## config.mk

```make
export PLATFORM = sky130hd
export DESIGN_NAME = fetch_unit_flat
export DESIGN_NICKNAME = d
export VERILOG_FILES = /design/src/rtl/fetch_pkg.sv /design/src/rtl/fetch_unit_if.sv /design/src/rtl/fetch_timer.sv /design/src/rtl/fetch_unit.sv /design/src/flat_wrapper.sv
export SDC_FILE = /design/constraint.sdc
export NUM_CORES = 1
export LEC_CHECK = 0
export CORE_ASPECT_RATIO = 2
export CORE_MARGIN = 4
export CORE_UTILIZATION = 40
export CTS_CLUSTER_DIAMETER = 200
export CTS_CLUSTER_SIZE = 20
export DETAILED_ROUTE_END_ITERATION = 10
export PLACE_DENSITY_LB_ADDON = 0.3
export SYNTH_ARGS = -nofsm -noshare
export SYNTH_HDL_FRONTEND = slang
export SYNTH_SLANG_ARGS = --single-unit
```

## constraint.sdc

```tcl
create_clock -name clk -period 2.4 [get_ports clk]
set_input_delay 0.72 -clock clk [delete_from_list [all_inputs] [get_ports clk]]
set_output_delay 0.72 -clock clk [all_outputs]
set_load 0.005 [all_outputs]
```

## src/rtl/fetch_pkg.sv

```systemverilog
// Shared types and constants for the instruction fetch sequencer.
package fetch_pkg;

  typedef enum logic [1:0] {
    ST_IDLE  = 2'd0,
    ST_WAIT  = 2'd1,
    ST_FAULT = 2'd2
  } state_e;

  localparam logic [31:0] PC_INC          = 32'd4;
  localparam int          TIMEOUT_DEFAULT = 16;

  // The timer counts one past TIMEOUT-1 on the expiring edge, so it needs room for TIMEOUT.
  function automatic int timer_width(input int timeout);
    return $clog2(timeout + 1);
  endfunction

endpackage

```

## src/rtl/fetch_unit_if.sv

```systemverilog
// Bus bundle between the fetch sequencer, instruction memory and the downstream pipeline.
interface fetch_unit_if;

  logic        stall;
  logic        redirect;
  logic [31:0] redirect_target;
  logic        mem_req;
  logic [31:0] mem_addr;
  logic        mem_ack;
  logic [31:0] mem_rdata;
  logic [31:0] instr_out;
  logic        instr_en;
  logic [31:0] pc_out;
  logic        fault;

  modport master (
    input  stall, redirect, redirect_target, mem_ack, mem_rdata,
    output mem_req, mem_addr, instr_out, instr_en, pc_out, fault
  );

  modport slave (
    output stall, redirect, redirect_target, mem_ack, mem_rdata,
    input  mem_req, mem_addr, instr_out, instr_en, pc_out, fault
  );

endinterface

```

## src/rtl/fetch_timer.sv

```systemverilog
// Wait-cycle counter for an outstanding memory request; flags expiry at TIMEOUT-1.
module fetch_timer
  import fetch_pkg::*;
#(
  parameter int TIMEOUT = TIMEOUT_DEFAULT
) (
  input  logic clk,
  input  logic rst,
  input  logic i_clr,
  input  logic i_inc,
  output logic o_expire
);

  localparam int TW = timer_width(TIMEOUT);

  logic [TW-1:0] r_count;

  always_ff @(posedge clk) begin
    if (!rst)       r_count <= '0;
    else if (i_clr) r_count <= '0;
    else if (i_inc) r_count <= r_count + TW'(1);
  end

  assign o_expire = (r_count == TW'(TIMEOUT - 1));

endmodule

```

## src/rtl/fetch_unit.sv

```systemverilog
// Multi-cycle fetch sequencer: owns the PC, runs the req/ack handshake with
// instruction memory and pulses instr_en once per delivered word.
module fetch_unit
  import fetch_pkg::*;
#(
  parameter logic [31:0] RESET_PC = 32'h0000_0000,
  parameter int          TIMEOUT  = TIMEOUT_DEFAULT
) (
  input  logic          clk,
  input  logic          rst,
  fetch_unit_if.master  bus
);

  state_e      r_state;
  logic [31:0] r_pc;
  logic [31:0] r_mem_addr;
  logic [31:0] r_instr_out;
  logic [31:0] r_pc_out;
  logic        r_mem_req;
  logic        r_instr_en;
  logic        r_fault;
  logic        r_squash;
  logic        r_misalign;

  logic        w_aligned;
  logic        w_expire;
  logic        w_timer_clr;
  logic        w_timer_inc;

  assign w_aligned   = (bus.redirect_target[1:0] == 2'b00);
  assign w_timer_clr = (r_state != ST_WAIT) || bus.mem_ack;
  assign w_timer_inc = (r_state == ST_WAIT);

  fetch_timer #(.TIMEOUT(TIMEOUT)) u_timer (
    .clk      (clk),
    .rst      (rst),
    .i_clr    (w_timer_clr),
    .i_inc    (w_timer_inc),
    .o_expire (w_expire)
  );

  // NOTE: state uses non-blocking assignments so every flop samples the pre-edge values.
  always_ff @(posedge clk) begin
    if (!rst) begin
      r_state     <= ST_IDLE;
      r_pc        <= RESET_PC;
      r_mem_addr  <= RESET_PC;
      r_mem_req   <= 1'b0;
      r_instr_out <= '0;
      r_instr_en  <= 1'b0;
      r_pc_out    <= '0;
      r_fault     <= 1'b0;
      r_squash    <= 1'b0;
      r_misalign  <= 1'b0;
    end else begin
      r_instr_en <= 1'b0;
      case (r_state)
        ST_IDLE: begin
          if (bus.redirect) begin
            if (w_aligned) begin
              r_pc <= bus.redirect_target;
            end else begin
              r_state <= ST_FAULT;
              r_fault <= 1'b1;
            end
          end else if (!bus.stall) begin
            r_mem_req  <= 1'b1;
            r_mem_addr <= r_pc;
            r_state    <= ST_WAIT;
          end
        end

        ST_WAIT: begin
          if (bus.mem_ack) begin
            r_mem_req  <= 1'b0;
            r_squash   <= 1'b0;
            r_misalign <= 1'b0;
            if (bus.redirect && w_aligned) r_pc <= bus.redirect_target;
            // A word fetched before a redirect belongs to the abandoned path.
            if (!r_squash && !bus.redirect) begin
              r_instr_out <= bus.mem_rdata;
              r_pc_out    <= r_mem_addr;
              r_pc        <= r_pc + PC_INC;
              r_instr_en  <= 1'b1;
            end
            if (r_misalign || (bus.redirect && !w_aligned)) begin
              r_state <= ST_FAULT;
              r_fault <= 1'b1;
            end else begin
              r_state <= ST_IDLE;
            end
          end else if (w_expire) begin
            r_mem_req <= 1'b0;
            r_state   <= ST_FAULT;
            r_fault   <= 1'b1;
          end else if (bus.redirect) begin
            // The outstanding request is never withdrawn; only its data is dropped.
            r_squash <= 1'b1;
            if (w_aligned) r_pc       <= bus.redirect_target;
            else           r_misalign <= 1'b1;
          end
        end

        ST_FAULT: begin
          r_mem_req <= 1'b0;
          r_fault   <= 1'b1;
        end

        default: begin
          r_mem_req <= 1'b0;
          r_state   <= ST_FAULT;
          r_fault   <= 1'b1;
        end
      endcase
    end
  end

  assign bus.mem_req   = r_mem_req;
  assign bus.mem_addr  = r_mem_addr;
  assign bus.instr_out = r_instr_out;
  assign bus.instr_en  = r_instr_en;
  assign bus.pc_out    = r_pc_out;
  assign bus.fault     = r_fault;

endmodule

```

## src/flat_wrapper.sv

```systemverilog
// flat-port wrapper written by rule: the top's interface ports become plain ports
module fetch_unit_flat import fetch_pkg::*;
#(
  parameter logic [31:0] RESET_PC = 32'h0000_0000,
  parameter int          TIMEOUT  = TIMEOUT_DEFAULT
)
  (clk, rst, bus_stall, bus_redirect, bus_redirect_target, bus_mem_ack, bus_mem_rdata, bus_mem_req, bus_mem_addr, bus_instr_out, bus_instr_en, bus_pc_out, bus_fault);
  fetch_unit_if bus_i ();
  input  logic clk;
  input  logic rst;
  input wire logic [$bits(bus_i.stall)-1:0] bus_stall;
  input wire logic [$bits(bus_i.redirect)-1:0] bus_redirect;
  input wire logic [$bits(bus_i.redirect_target)-1:0] bus_redirect_target;
  input wire logic [$bits(bus_i.mem_ack)-1:0] bus_mem_ack;
  input wire logic [$bits(bus_i.mem_rdata)-1:0] bus_mem_rdata;
  output wire logic [$bits(bus_i.mem_req)-1:0] bus_mem_req;
  output wire logic [$bits(bus_i.mem_addr)-1:0] bus_mem_addr;
  output wire logic [$bits(bus_i.instr_out)-1:0] bus_instr_out;
  output wire logic [$bits(bus_i.instr_en)-1:0] bus_instr_en;
  output wire logic [$bits(bus_i.pc_out)-1:0] bus_pc_out;
  output wire logic [$bits(bus_i.fault)-1:0] bus_fault;
  assign bus_i.stall = bus_stall;
  assign bus_i.redirect = bus_redirect;
  assign bus_i.redirect_target = bus_redirect_target;
  assign bus_i.mem_ack = bus_mem_ack;
  assign bus_i.mem_rdata = bus_mem_rdata;
  assign bus_mem_req = bus_i.mem_req;
  assign bus_mem_addr = bus_i.mem_addr;
  assign bus_instr_out = bus_i.instr_out;
  assign bus_instr_en = bus_i.instr_en;
  assign bus_pc_out = bus_i.pc_out;
  assign bus_fault = bus_i.fault;
  fetch_unit #(.RESET_PC(RESET_PC), .TIMEOUT(TIMEOUT)) u_core (.clk(clk), .rst(rst), .bus(bus_i));
endmodule
```

# Word level (Yosys, flattened, before mapping)

Index checks and enable logic that the tools add are counted.

Register bits after elaboration: 140
Input port bits: 69
Output and inout port bits: 99
Logic and storage cells: 86

Add/subtract/negate cells: 2
Eq/ne operators: 16
Muxes and demuxes: 31
Bitwise logic cells: 4
Reduce and logical (&&, ||, !) cells: 22

Operators by type and width:

| kind                  | count |
|---|---|
| $mux 32               | 6 |
| $pmux 32 s2           | 1 |
| $add 32x3->32 const B | 1 |
| $reduce_and 3->1      | 6 |
| $mux 1                | 15 |
| $mux 2                | 6 |
| $ne 2x2->1 const B    | 6 |
| $reduce_and 4->1      | 3 |
| $ne 3x3->1 const B    | 3 |
| $ne 3x2->1 const B    | 2 |
| $pmux 2 s3            | 1 |
| $add 5x1->5 const B   | 1 |
| $eq 5x4->1 const B    | 1 |
| $logic_not 2->1       | 2 |
| $ne 4x2->1 const B    | 1 |
| $not 1->1             | 4 |
| $pmux 1 s2            | 2 |
| $reduce_bool 2->1     | 2 |
| $logic_and 1x1->1     | 3 |
| $logic_not 1->1       | 3 |
| $eq 2x1->1 const B    | 1 |
| $eq 2x2->1 const B    | 1 |
| $logic_or 1x1->1      | 2 |
| $ne 2x1->1 const B    | 1 |
| $reduce_or 2->1       | 1 |

# Logic depth before layout (Yosys ltp)

Gate-level depths: netlist (run 1).

Depth after elaboration: 7
Depth in mapped cells: 8
Mapped depth without buffers: 8

# Hierarchy

A second synthesis (run 1) with hierarchy kept.

Cell total of the unflattened synthesis: 786
Area, all modules: 6117.1 µm²

By module, submodules not included:

| module      | times used | cells each | area each (µm²) | sequential area each (µm²) |
|---|---|---|---|---|
| fetch_unit  | 1          | 762        | 5878.1          | 2702.6 |
| fetch_timer | 1          | 24         | 239.0           | 100.1 |

# Worst setup path after synthesis (run 1)

No wires, ideal clock.

Kind: input -> register
From: in bus_mem_ack
To: reg u_core.r_pc[21]
Setup time: 0.120 ns
Arrival: 1.976 ns
Data required time: 2.280 ns
Setup slack: 0.305 ns
Cell stages on the path: 6
Path buffers: 1
Path through: clkbuf_2 -> nand2_1 -> o311ai_2 -> nor2_1 -> mux2_2 -> o2bb2ai_1

Longest elaborated chain between the ends: 2
Elaborated cells between the ends (all ways): 5
Classes of those cells: eq/ne: 2; mux: 2; reduce/logical: 1

Ends and longest elaborated chain:

| element                                                          | RTL line           | text |
|---|---|---|
| start, declared                                                  | flat_wrapper.sv:14 | `input wire logic [$bits(bus_i.mem_ack)-1:0] bus_mem_ack;` |
| $ne 4x2->1 (no line) (tied with other cells)                     | n/a                |  |
| $reduce_and 3->1 (no line) / $pmux 32 s2 (equally long branches) | n/a                |  |
| end signal, assigned                                             | fetch_unit.sv:61   | `r_pc <= bus.redirect_target;` |
| end signal, assigned                                             | fetch_unit.sv:78   | `if (bus.redirect && w_aligned) r_pc <= bus.redirect_target;` |
| end signal, assigned                                             | fetch_unit.sv:83   | `r_pc <= r_pc + PC_INC;` |
| end, declared                                                    | fetch_unit.sv:15   | `logic [31:0] r_pc;` |

Several ways; a longest one is shown, not always the timed one.
A chain may end at the register's enable or synchronous reset.

# Worst setup path in the final report (run 1)

From: in bus_redirect
To: reg u_core.r_pc[27]

Longest elaborated chain between the ends: 5
Elaborated cells between the ends (all ways): 10
Classes of those cells: eq/ne: 1; mux: 5; reduce/logical: 4

Ends and longest elaborated chain:

| element           | RTL line           | text |
|---|---|---|
| start, declared   | flat_wrapper.sv:12 | `input wire logic [$bits(bus_i.redirect)-1:0] bus_redirect;` |
| $logic_not 1->1   | fetch_unit.sv:80   | `if (!r_squash && !bus.redirect) begin` |
| $logic_and 1x1->1 | fetch_unit.sv:80   |  |
| $mux 32           | fetch_unit.sv:80   |  |
| $mux 32           | fetch_unit.sv:74   | `if (bus.mem_ack) begin` |
| $pmux 32 s2       | fetch_unit.sv:57   | `case (r_state)` |

Several ways; a longest one is shown, not always the timed one. The select of a mux whose other input is x is not followed.

==> out/results.txt, run 1 <==
Layout cells sized above 1 = 0.1176
Final Skew = 9.144 ps
Top FF cell, synth = dfxtp_1
Max Freq = 456.3 MHz
Yosys warns = 0
DIE AREA = 17180 sq um
Crit. End Element = register
Commonest non-fill, non-tap cell in the layout = nand2_1
Clk_lat worst skew = 420 ps
Clock buffer count from CTS = 17
Number of flops mapped to enable cells by yosys = 0
Initial antenna violation count = 0
Final hold vios = 0
Critical Path RT = 2710 ps
CP Launch Type = primary input
Leakage Power = 3.045 nW
Tot Pwr = 5.978 mW
VDD IR max = 555.9 uV
Gr usage total = 0.2244
DRC violations left = 0
CP Max Fanout = 6
Site row count = 63
Reg clk slew, reported paths = 60 ps
Die height = 181.4 um
Resize count post-CTS = 0
Total number of vias = 6040
Synth Instances = 749
Most frequent cells in the layout = nand2_1 (213), clkdlybuf4s50_1 (167), dfxtp_1 (140), a21oi_1 (121), buf_4 (42)
Nets@finish = 1003
Power density over the cells = 671.5 nW/um^2
Slew Viols, Final = 0
WP data arrival = 2500 ps
Hold-fix buffers, CTS = 0
Final wirelength = 19140 um
First-pass GRT wire length = 30300 um
DP HPWL = 14310 um
Htree depth = 4
Die width = 94.70 um
Setup TNS = 0 ps
Max Cap Viol = 0
Mapped Area = 6013 sq um
Post-Place Cells = 1107
Synth area leader = dfxtp_1
Antenna cells = 0
Core area = 14820 sq um
IO Port Bufs = 167
First drt pass iteration count = 5
CTS root buf = clkbuf_16
Min Hold Slack = 450.1 ps
Slowest cell on the critical path = clkdlybuf4s50_1
Hold WC Path Type = register to register
Yosys reg bits = 140
Clock sink count = 140
Worst slew margin = 0.6799
CTS Buffer Depth = 2
Ranking of synthesized cells by area = dfxtp_1 (47%), nand2_1 (13%), a21oi_1 (10%), nor2_1 (1.9%), buf_2 (1.8%)
Fin cells = 1139
RSZ-0062 raised after global routing = no
Slew @ Worst Pin = 480.1 ps
First-iteration detailed-routing DRC count = 243
Status = finished, final reports clean
Area grow syn2layout = 48.04%
Min Tclk post-route = 2192 ps
Initial Util = 0.4058
Worst Path Class, Setup = primary input to register
CTS tree = yes
WL/cell = 16.81 um
Endpoints failing setup = 0
Final period util = 0.9132
Overflow after GRT = 0
Vias in the first global route = 6026
Via density per instance = 5.303
Top-area cell type share of the netlist area = 0.4661
Sequential share of the synthesized area = 0.4661
Async SR Flop Fraction = 0
Pin count of the biggest net entering global routing = 69
Syn Area/Cell = 8.028 sq um
GP Congestion = 0.9295
Post-route ant nets = 0
Post-layout util = 0.6007
Num ports = 168
Syn nets = 821
Setup bufs post-CTS = 0
CP Cell Sequence = clkdlybuf4s50_1, or3b_1, a22o_1, o22ai_1, a31oi_1, o221a_1
Slowest cell delay on critical path = 540 ps
Netlist cell types = 68
[power breakdown]
group | total, mW | leakage (nW) | switching, mW | internal (mW)
clock | 3.02 | 0.336 | 1.00 | 2.01
sequential | 2.46 | 1.13 | 0.0788 | 2.38
combinational | 0.503 | 1.58 | 0.235 | 0.267
[through the flow]
stage	cell area, sq um	worst slack, ps
3_3_place_gp	8214	-155.8
6_report	8902	208.3
4_1_cts	8902	247.1
3_5_place_dp	8214	-213.5
2_1_floorplan	6013	304.9
5_1_grt	8902	105.3
[state kept, by name, summed over array words and instances, names as in the netlist]
register	cells
u_core.r_state	2
u_core.bus.fault	1
u_core.r_squash	1
u_core.r_pc	32
u_core.r_misalign	1
u_core.bus.pc_out	32
u_core.bus.mem_addr	32
u_core.bus.instr_en	1
u_core.bus.instr_out	32
u_core.u_timer.r_count	5
u_core.bus.mem_req	1
[cells in the mapped netlist, drive strengths merged, types with 3 or more instances]
library cell,n
o221ai,10
nand2,215
o21a,3
nor4,9
ha,3
buf,26
a21oi,121
or4,3
a31oi,3
o21ai,20
and4,5
and3,5
nand3,15
nor3,11
clkbuf,32
o221a,3
a311oi,6
dfxtp,140
mux2i,5
nand4,11
inv,7
o31ai,5
a211oi,5
a22oi,5
o22ai,8
nor2,31
a221oi,4
[final cells by class]
cell class / instances / area, sq um
Fill cell: 1396 / 5917
Tap cell: 195 / 244.0
Multi-Input combinational cell: 542 / 2889
Sequential cell: 140 / 2803
Timing Repair Buffer: 222 / 2247
Clock inverter: 9 / 180.2
Clock buffer: 23 / 508.0
Inverter: 8 / 31.28
[final timing paths]
path / from / to / slack, ps / cells past startpoint
min: u_core.u_timer.r_count[0] / u_core.u_timer.r_count[0] / 450 / 1
min reg2reg: u_core.u_timer.r_count[0] / u_core.u_timer.r_count[0] / 450 / 1
max: bus_redirect / u_core.r_pc[27] / 210 / 6
max reg2reg: u_core.u_timer.r_count[0] / u_core.r_pc[4] / 270 / 9
[layer usage]
metal  part of all wire  track usage  vias up
met1               0.35       0.2180     2776
li1                   -            -     2987
met3              0.057      0.05638       71
met5                  0            0        -
met2               0.53       0.4058      206
met4              0.059       0.1440        0
[cell families after synthesis]
| group | count (synthesis) | synth area share |
|---|---|---|
| xor gates and xnor gates | 3 | 0.004370 |
| AOI/OAI and AO/OA | 209 | 0.2114 |
| muxes | 6 | 0.01020 |
| adders and majority gates | 3 | 0.006243 |
| and+or+nand+nor | 321 | 0.2464 |
| buffers and inverters | 67 | 0.05535 |
| DFF | 140 | 0.4661 |
[critical path, delay by kind of cell]
| family | cells | cell delay, ps |
|---|---|---|
| compound gates | 4 | 760 |
| simple gates | 1 | 480 |
| buf+inv | 1 | 540 |
Note: power is estimated with default switching activity, not from simulation.
==> run 2, diff against run 1 <==
--- a/config.mk
+++ b/config.mk
@@ -12,6 +12,7 @@
 export CTS_CLUSTER_SIZE = 20
 export DETAILED_ROUTE_END_ITERATION = 10
 export PLACE_DENSITY_LB_ADDON = 0.3
+export RECOVER_POWER = 100
 export SYNTH_ARGS = -nofsm -noshare
 export SYNTH_HDL_FRONTEND = slang
 export SYNTH_SLANG_ARGS = --single-unit
==> out/results.txt, run 2 (synthesis results as in run 1) <==
DP Worst Slack = -213.5 ps (unchanged)
Worst slew margin = 0.3789 (-0.3010)
Worst hold endpoint = u_core.bus.pc_out[29]
Final wirelength = 19120 um (-0.10%)
Setup TNS = 0 ps (unchanged)
Antenna cells = 0 (unchanged)
DR top layer = met4
P_sw = 1.311 mW (-0.57%)
VDD IR max = 550.7 uV (-0.94%)
Die width = 94.70 um (unchanged)
Int Power = 4.642 mW (-0.36%)
Layout cells sized above 1 = 0.1070 (-0.01059)
Worst R2R End = u_core.r_pc[30]
Most frequent cells in the layout = nand2_1 (214), dfxtp_1 (140), a21oi_1 (121), dlygate4sd3_1 (101), clkdlybuf4s50_1 (66)
Leakage Power = 3.357 nW (+10%)
Total number of vias = 6040 (unchanged)
Critical Path RT = 2700 ps (about the same)
Area grow syn2layout = 46.98%
Reg clk slew, reported paths = 60 ps (about the same)
Clock sink count = 140 (unchanged)
Hold WC Path Type = register to register
DIE AREA = 17180 sq um (unchanged)
Worst Path Class, Setup = primary input to register
Max Freq = 447.0 MHz (-2.0%)
Wire length on met3 = 1122 um (+2.1%)
Power density over the cells = 673.6 nW/um^2 (+0.31%)
First-pass GRT wire length = 30300 um (unchanged)
Metal-1 WL = 6732 um (-0.34%)
Combinational power share = 0.081 (-0.003)
GP Congestion = 0.9295 (unchanged)
DP HPWL = 14310 um (unchanged)
Site row count = 63 (unchanged)
Slew @ Worst Pin = 931.6 ps (+451.6 ps)
Crit. End Element = register
CP Max Fanout = 7 (+1)
Gr usage total = 0.2244 (unchanged)
Reg-to-reg startpoint = u_core.u_timer.r_count[0]
Endpoints failing setup = 0 (unchanged)
Overflow after GRT = 0 (unchanged)
DRC violations left = 0 (unchanged)
Pin count of the biggest net entering global routing = 69 (unchanged)
Initial antenna violation count = 0 (unchanged)
WP data arrival = 2540 ps (+40 ps)
Htree depth = 4 (unchanged)
Post-DP Area = 8214 sq um (unchanged)
CTS root buf = clkbuf_16
Clk_lat worst skew = 420 ps (about the same)
CTS tree = yes
Hold-fix buffers, CTS = 0 (unchanged)
Via density per instance = 5.303 (unchanged)
Post-route ant nets = 0 (unchanged)
IO Port Bufs = 167 (unchanged)
Vias in the first global route = 6026 (unchanged)
Num ports = 168 (unchanged)
Die height = 181.4 um (unchanged)
Clock buffer count from CTS = 17 (unchanged)
Nets@finish = 1003 (unchanged)
Core area = 14820 sq um (unchanged)
CTS Buffer Depth = 2 (unchanged)
Sw Share = 0.2203 (-0.0003621)
Post-layout util = 0.5964 (-0.004306)
First drt pass iteration count = 4 (-1)
WL/cell = 16.79 um (-0.10%)
Met2 WL post-DR = 10200 um (+0.50%)
Design area = 8838 sq um (-0.72%)
Min Tclk post-route = 2237 ps (+45.35 ps)
R2R Setup Slk = 230 ps (-40 ps)
Hold path start = u_core.bus.pc_out[29]
RSZ-0062 raised after global routing = no
CP Launch Type = primary input
Final period util = 0.9321 (+0.01889)
Setup bufs post-CTS = 0 (unchanged)
Clk pwr share = 0.507 (+0.002)
Resize count post-CTS = 0 (unchanged)
Initial Util = 0.4058 (unchanged)
Max Cap Viol = 0 (unchanged)
Final hold vios = 0 (unchanged)
Hold Path Depth = 2 (+1)
Final WS setup = 163.0 ps (-45.35 ps)
Commonest non-fill, non-tap cell in the layout = nand2_1
R2R depth = 9 (unchanged)
Final Skew = 11.74 ps (+2.593 ps)
First-iteration detailed-routing DRC count = 232 (-4.5%)
Status = finished, final reports clean
Seq pwr share = 0.412 (about the same)
CP Launch Point = bus_mem_ack
Slew Viols, Final = 0 (unchanged)
## run 2: area by class of cell
cell class / count / area (sq um)
fillers: 1410 / 5981
multi-input cells: 542 / 2872
flip-flops and latches: 140 / 2803
repair buffers: 222 / 2201
clock buffers: 23 / 508.0
well taps: 195 / 244.0
clock inverters: 9 / 180.2
inverters: 8 / 31.28
## run 2: worst max-delay path by stage
stage | to | slack (ps)
2_1_floorplan | u_core.r_pc[21] | 300
3_3_place_gp | u_core.r_pc[27] | -160
3_5_place_dp | u_core.r_pc[27] | -210
4_1_cts | u_core.r_pc[27] | 250
5_1_grt | u_core.r_pc[26] | 60
6_report | u_core.r_pc[21] | 160
## run 2: per-stage QoR
step,hold slack [ps],std cells,total power [mW]
floorplan,417.7,749,2.709
global placement,430.6,1107,2.997
detailed placement,445.6,1107,3.005
CTS,452.6,1139,6.033
global route,464.3,1139,6.149
finish,447.8,1139,5.954
## run 2: metal layers
layer | GRT usage | vias to the layer above
met1 | 0.2180 | 2783
li1 | - | 2990
met5 | 0 | -
met4 | 0.1440 | 0
met2 | 0.4058 | 204
met3 | 0.05638 | 63
## run 2: power groups by stage
stage               logic, mW  clock network, mW  registers, mW
global placement        0.494                  0           2.50
finish                  0.482               3.02           2.46
CTS                     0.504               3.08           2.45
floorplan               0.244                  0           2.46
detailed placement      0.502                  0           2.50
global route            0.523               3.16           2.46
## run 2: worst max-delay path, stage by stage
cell and delay (ps):
dlygate4sd3_1 620, nand3b_1 310, o311ai_2 150, clkbuf_1 270, nor2_1 70, mux2_2 280
o2bb2ai_1 130
==> run 3, diff against run 2 <==
--- a/config.mk
+++ b/config.mk
@@ -7,12 +7,13 @@
 export LEC_CHECK = 0
 export CORE_ASPECT_RATIO = 2
 export CORE_MARGIN = 4
-export CORE_UTILIZATION = 40
+export CORE_UTILIZATION = 48
 export CTS_CLUSTER_DIAMETER = 200
 export CTS_CLUSTER_SIZE = 20
 export DETAILED_ROUTE_END_ITERATION = 10
-export PLACE_DENSITY_LB_ADDON = 0.3
+export PLACE_DENSITY = 0.8
 export RECOVER_POWER = 100
+export SLEW_MARGIN = 40
 export SYNTH_ARGS = -nofsm -noshare
 export SYNTH_HDL_FRONTEND = slang
 export SYNTH_SLANG_ARGS = --single-unit
==> out/results.txt, run 3 (synthesis results as in run 1) <==
Commonest non-fill, non-tap cell in the layout = nand2_1
DP Worst Slack = -349.7 ps (-136.2 ps)
Post-DP Area = 8129 sq um (-1.0%)
Status = finished, final reports clean
Sw Share = 0.2323 (+0.01202)
Pin count of the biggest net entering global routing = 89 (+29%)
Die width = 87.15 um (-8.0%)
DP HPWL = 14560 um (+1.8%)
Final wirelength = 19470 um (+1.8%)
Nets@finish = 1003 (unchanged)
VDD IR max = 556.7 uV (+1.1%)
Min Tclk post-route = 2322 ps (+84.54 ps)
Area grow syn2layout = 44.53%
Worst R2R End = u_core.r_pc[25]
Fin cells = 1090 (-4.3%)
Hold path start = u_core.bus.pc_out[16]
Clk pwr share = 0.487 (-0.020)
Total number of vias = 6285 (+4.1%)
Core area = 12200 sq um (-18%)
Filler cells = 954 (-32%)
First drt pass iteration count = 6 (+2)
Leakage Power = 3.314 nW (-1.3%)
Int Power = 4.396 mW (-5.3%)
Num ports = 168 (unchanged)
Crit. End Element = register
R2R depth = 8 (-1)
Clock buffer count from CTS = 17 (unchanged)
Hold Path Depth = 2 (unchanged)
Critical Path RT = 2690 ps (about the same)
Final WS setup = 78.43 ps (-84.54 ps)
WL/cell = 17.86 um (+6.4%)
Htree depth = 4 (unchanged)
Hold-fix buffers, CTS = 0 (unchanged)
Overflow after GRT = 0 (unchanged)
Endpoints failing setup = 0 (unchanged)
Resize count post-CTS = 0 (unchanged)
Initial Util = 0.4931 (+0.08730)
Post-route ant nets = 0 (unchanged)
CTS root buf = clkbuf_16
CP Max Fanout = 6 (-1)
Setup bufs post-CTS = 0 (unchanged)
First-pass GRT wire length = 30550 um (+0.82%)
Worst slew margin = 0.5613 (+0.1824)
Final period util = 0.9673 (+0.03523)
Post-Place Cells = 1059 (-4.3%)
Seq pwr share = 0.429 (+0.017)
Worst hold endpoint = u_core.bus.pc_out[16]
Post-layout util = 0.7126 (+0.1162)
Max Cap Viol = 0 (unchanged)
Die height = 166.3 um (-8.3%)
Clock sink count = 140 (unchanged)
Final hold vios = 0 (unchanged)
Antenna cells = 0 (unchanged)
Design area = 8691 sq um (-1.7%)
P_sw = 1.330 mW (+1.4%)
Reg-to-reg startpoint = u_core.u_timer.r_count[0]
CTS tree = yes
Reg clk slew, reported paths = 60 ps (about the same)
Gr usage total = 0.2657 (+0.04124)
Initial antenna violation count = 0 (unchanged)
Most frequent cells in the layout = nand2_1 (213), dfxtp_1 (140), a21oi_1 (121), dlygate4sd3_1 (101), clkdlybuf4s50_1 (66)
DIE AREA = 14490 sq um (-16%)
WP data arrival = 2610 ps (+70 ps)
CTS Buffer Depth = 2 (unchanged)
Via density per instance = 5.766 (+8.7%)
GP Congestion = 1.021 (+9.8%)
CP Launch Type = primary input
Clk_lat worst skew = 420 ps (about the same)
Hold WC Path Type = register to register
Power density over the cells = 658.9 nW/um^2 (-2.2%)
Slew @ Worst Pin = 652.0 ps (-279.6 ps)
First-iteration detailed-routing DRC count = 414 (+78%)
Layout cells sized above 1 = 0.1060 (-0.0009470)
Vias in the first global route = 6234 (+3.5%)
Slew Viols, Final = 0 (unchanged)
Setup TNS = 0 ps (unchanged)
Combinational power share = 0.084 (+0.003)
Final Skew = 10.26 ps (-1.475 ps)
DRC violations left = 0 (unchanged)
Worst Path Class, Setup = primary input to register
IO Port Bufs = 167 (unchanged)
Max Freq = 430.7 MHz (-3.6%)
Min Hold Slack = 448.9 ps (+1.160 ps)
Site row count = 57 (-9.5%)
Tot Pwr = 5.727 mW (-3.8%)
RSZ-0062 raised after global routing = no
R2R Setup Slk = 160 ps (-70 ps)
## run 3: worst max-delay path by stage
| stage | slack, ps | to | start | cells past startpoint |
|---|---|---|---|---|
| final | 80 | u_core.r_pc[2] | bus_redirect | 6 |
| after global routing | 4 | u_core.r_pc[2] | bus_redirect | 6 |
| after CTS | 60 | u_core.r_pc[2] | bus_redirect | 6 |
| after detailed placement | -350 | u_core.r_pc[2] | bus_redirect | 6 |
| after global placement | -310 | u_core.r_pc[2] | bus_redirect | 6 |
| after floorplan | 300 | u_core.r_pc[21] | bus_mem_ack | 6 |
## run 3: worst max-delay path, cell delays in order
cell             delay [ps]
clkdlybuf4s50_1         550
or3b_1                  490
buf_4                   190
o21ai_0                 380
buf_4                   190
a311oi_1                 80
## run 3: power groups by stage
stage | registers [mW] | clock network [mW] | logic (mW)
6_report | 2.46 | 2.79 | 0.479
3_3_place_gp | 2.50 | 0 | 0.478
3_5_place_dp | 2.51 | 0 | 0.490
4_1_cts | 2.46 | 2.82 | 0.494
2_1_floorplan | 2.46 | 0 | 0.244
5_1_grt | 2.46 | 2.93 | 0.515
## run 3: metal layers
layer / up-vias / GRT usage / part of all wire
li1: 3003 / - / -
met1: 2889 / 0.2580 / 0.32
met2: 298 / 0.4813 / 0.53
met3: 95 / 0.05015 / 0.071
met4: 0 / 0.1857 / 0.071
met5: - / 0 / 0
## run 3: layout make-up
class | count | area [sq um] | share of cell area
sequential | 140 | 2803 | 0.3225
clock buffer | 18 | 439.2 | 0.05053
tap | 147 | 183.9 | 0.02116
clock inverter | 13 | 188.9 | 0.02174
multi-input combinational | 542 | 2850 | 0.3280
timing repair buffer | 222 | 2195 | 0.2525
inverter | 8 | 31.28 | 0.003599
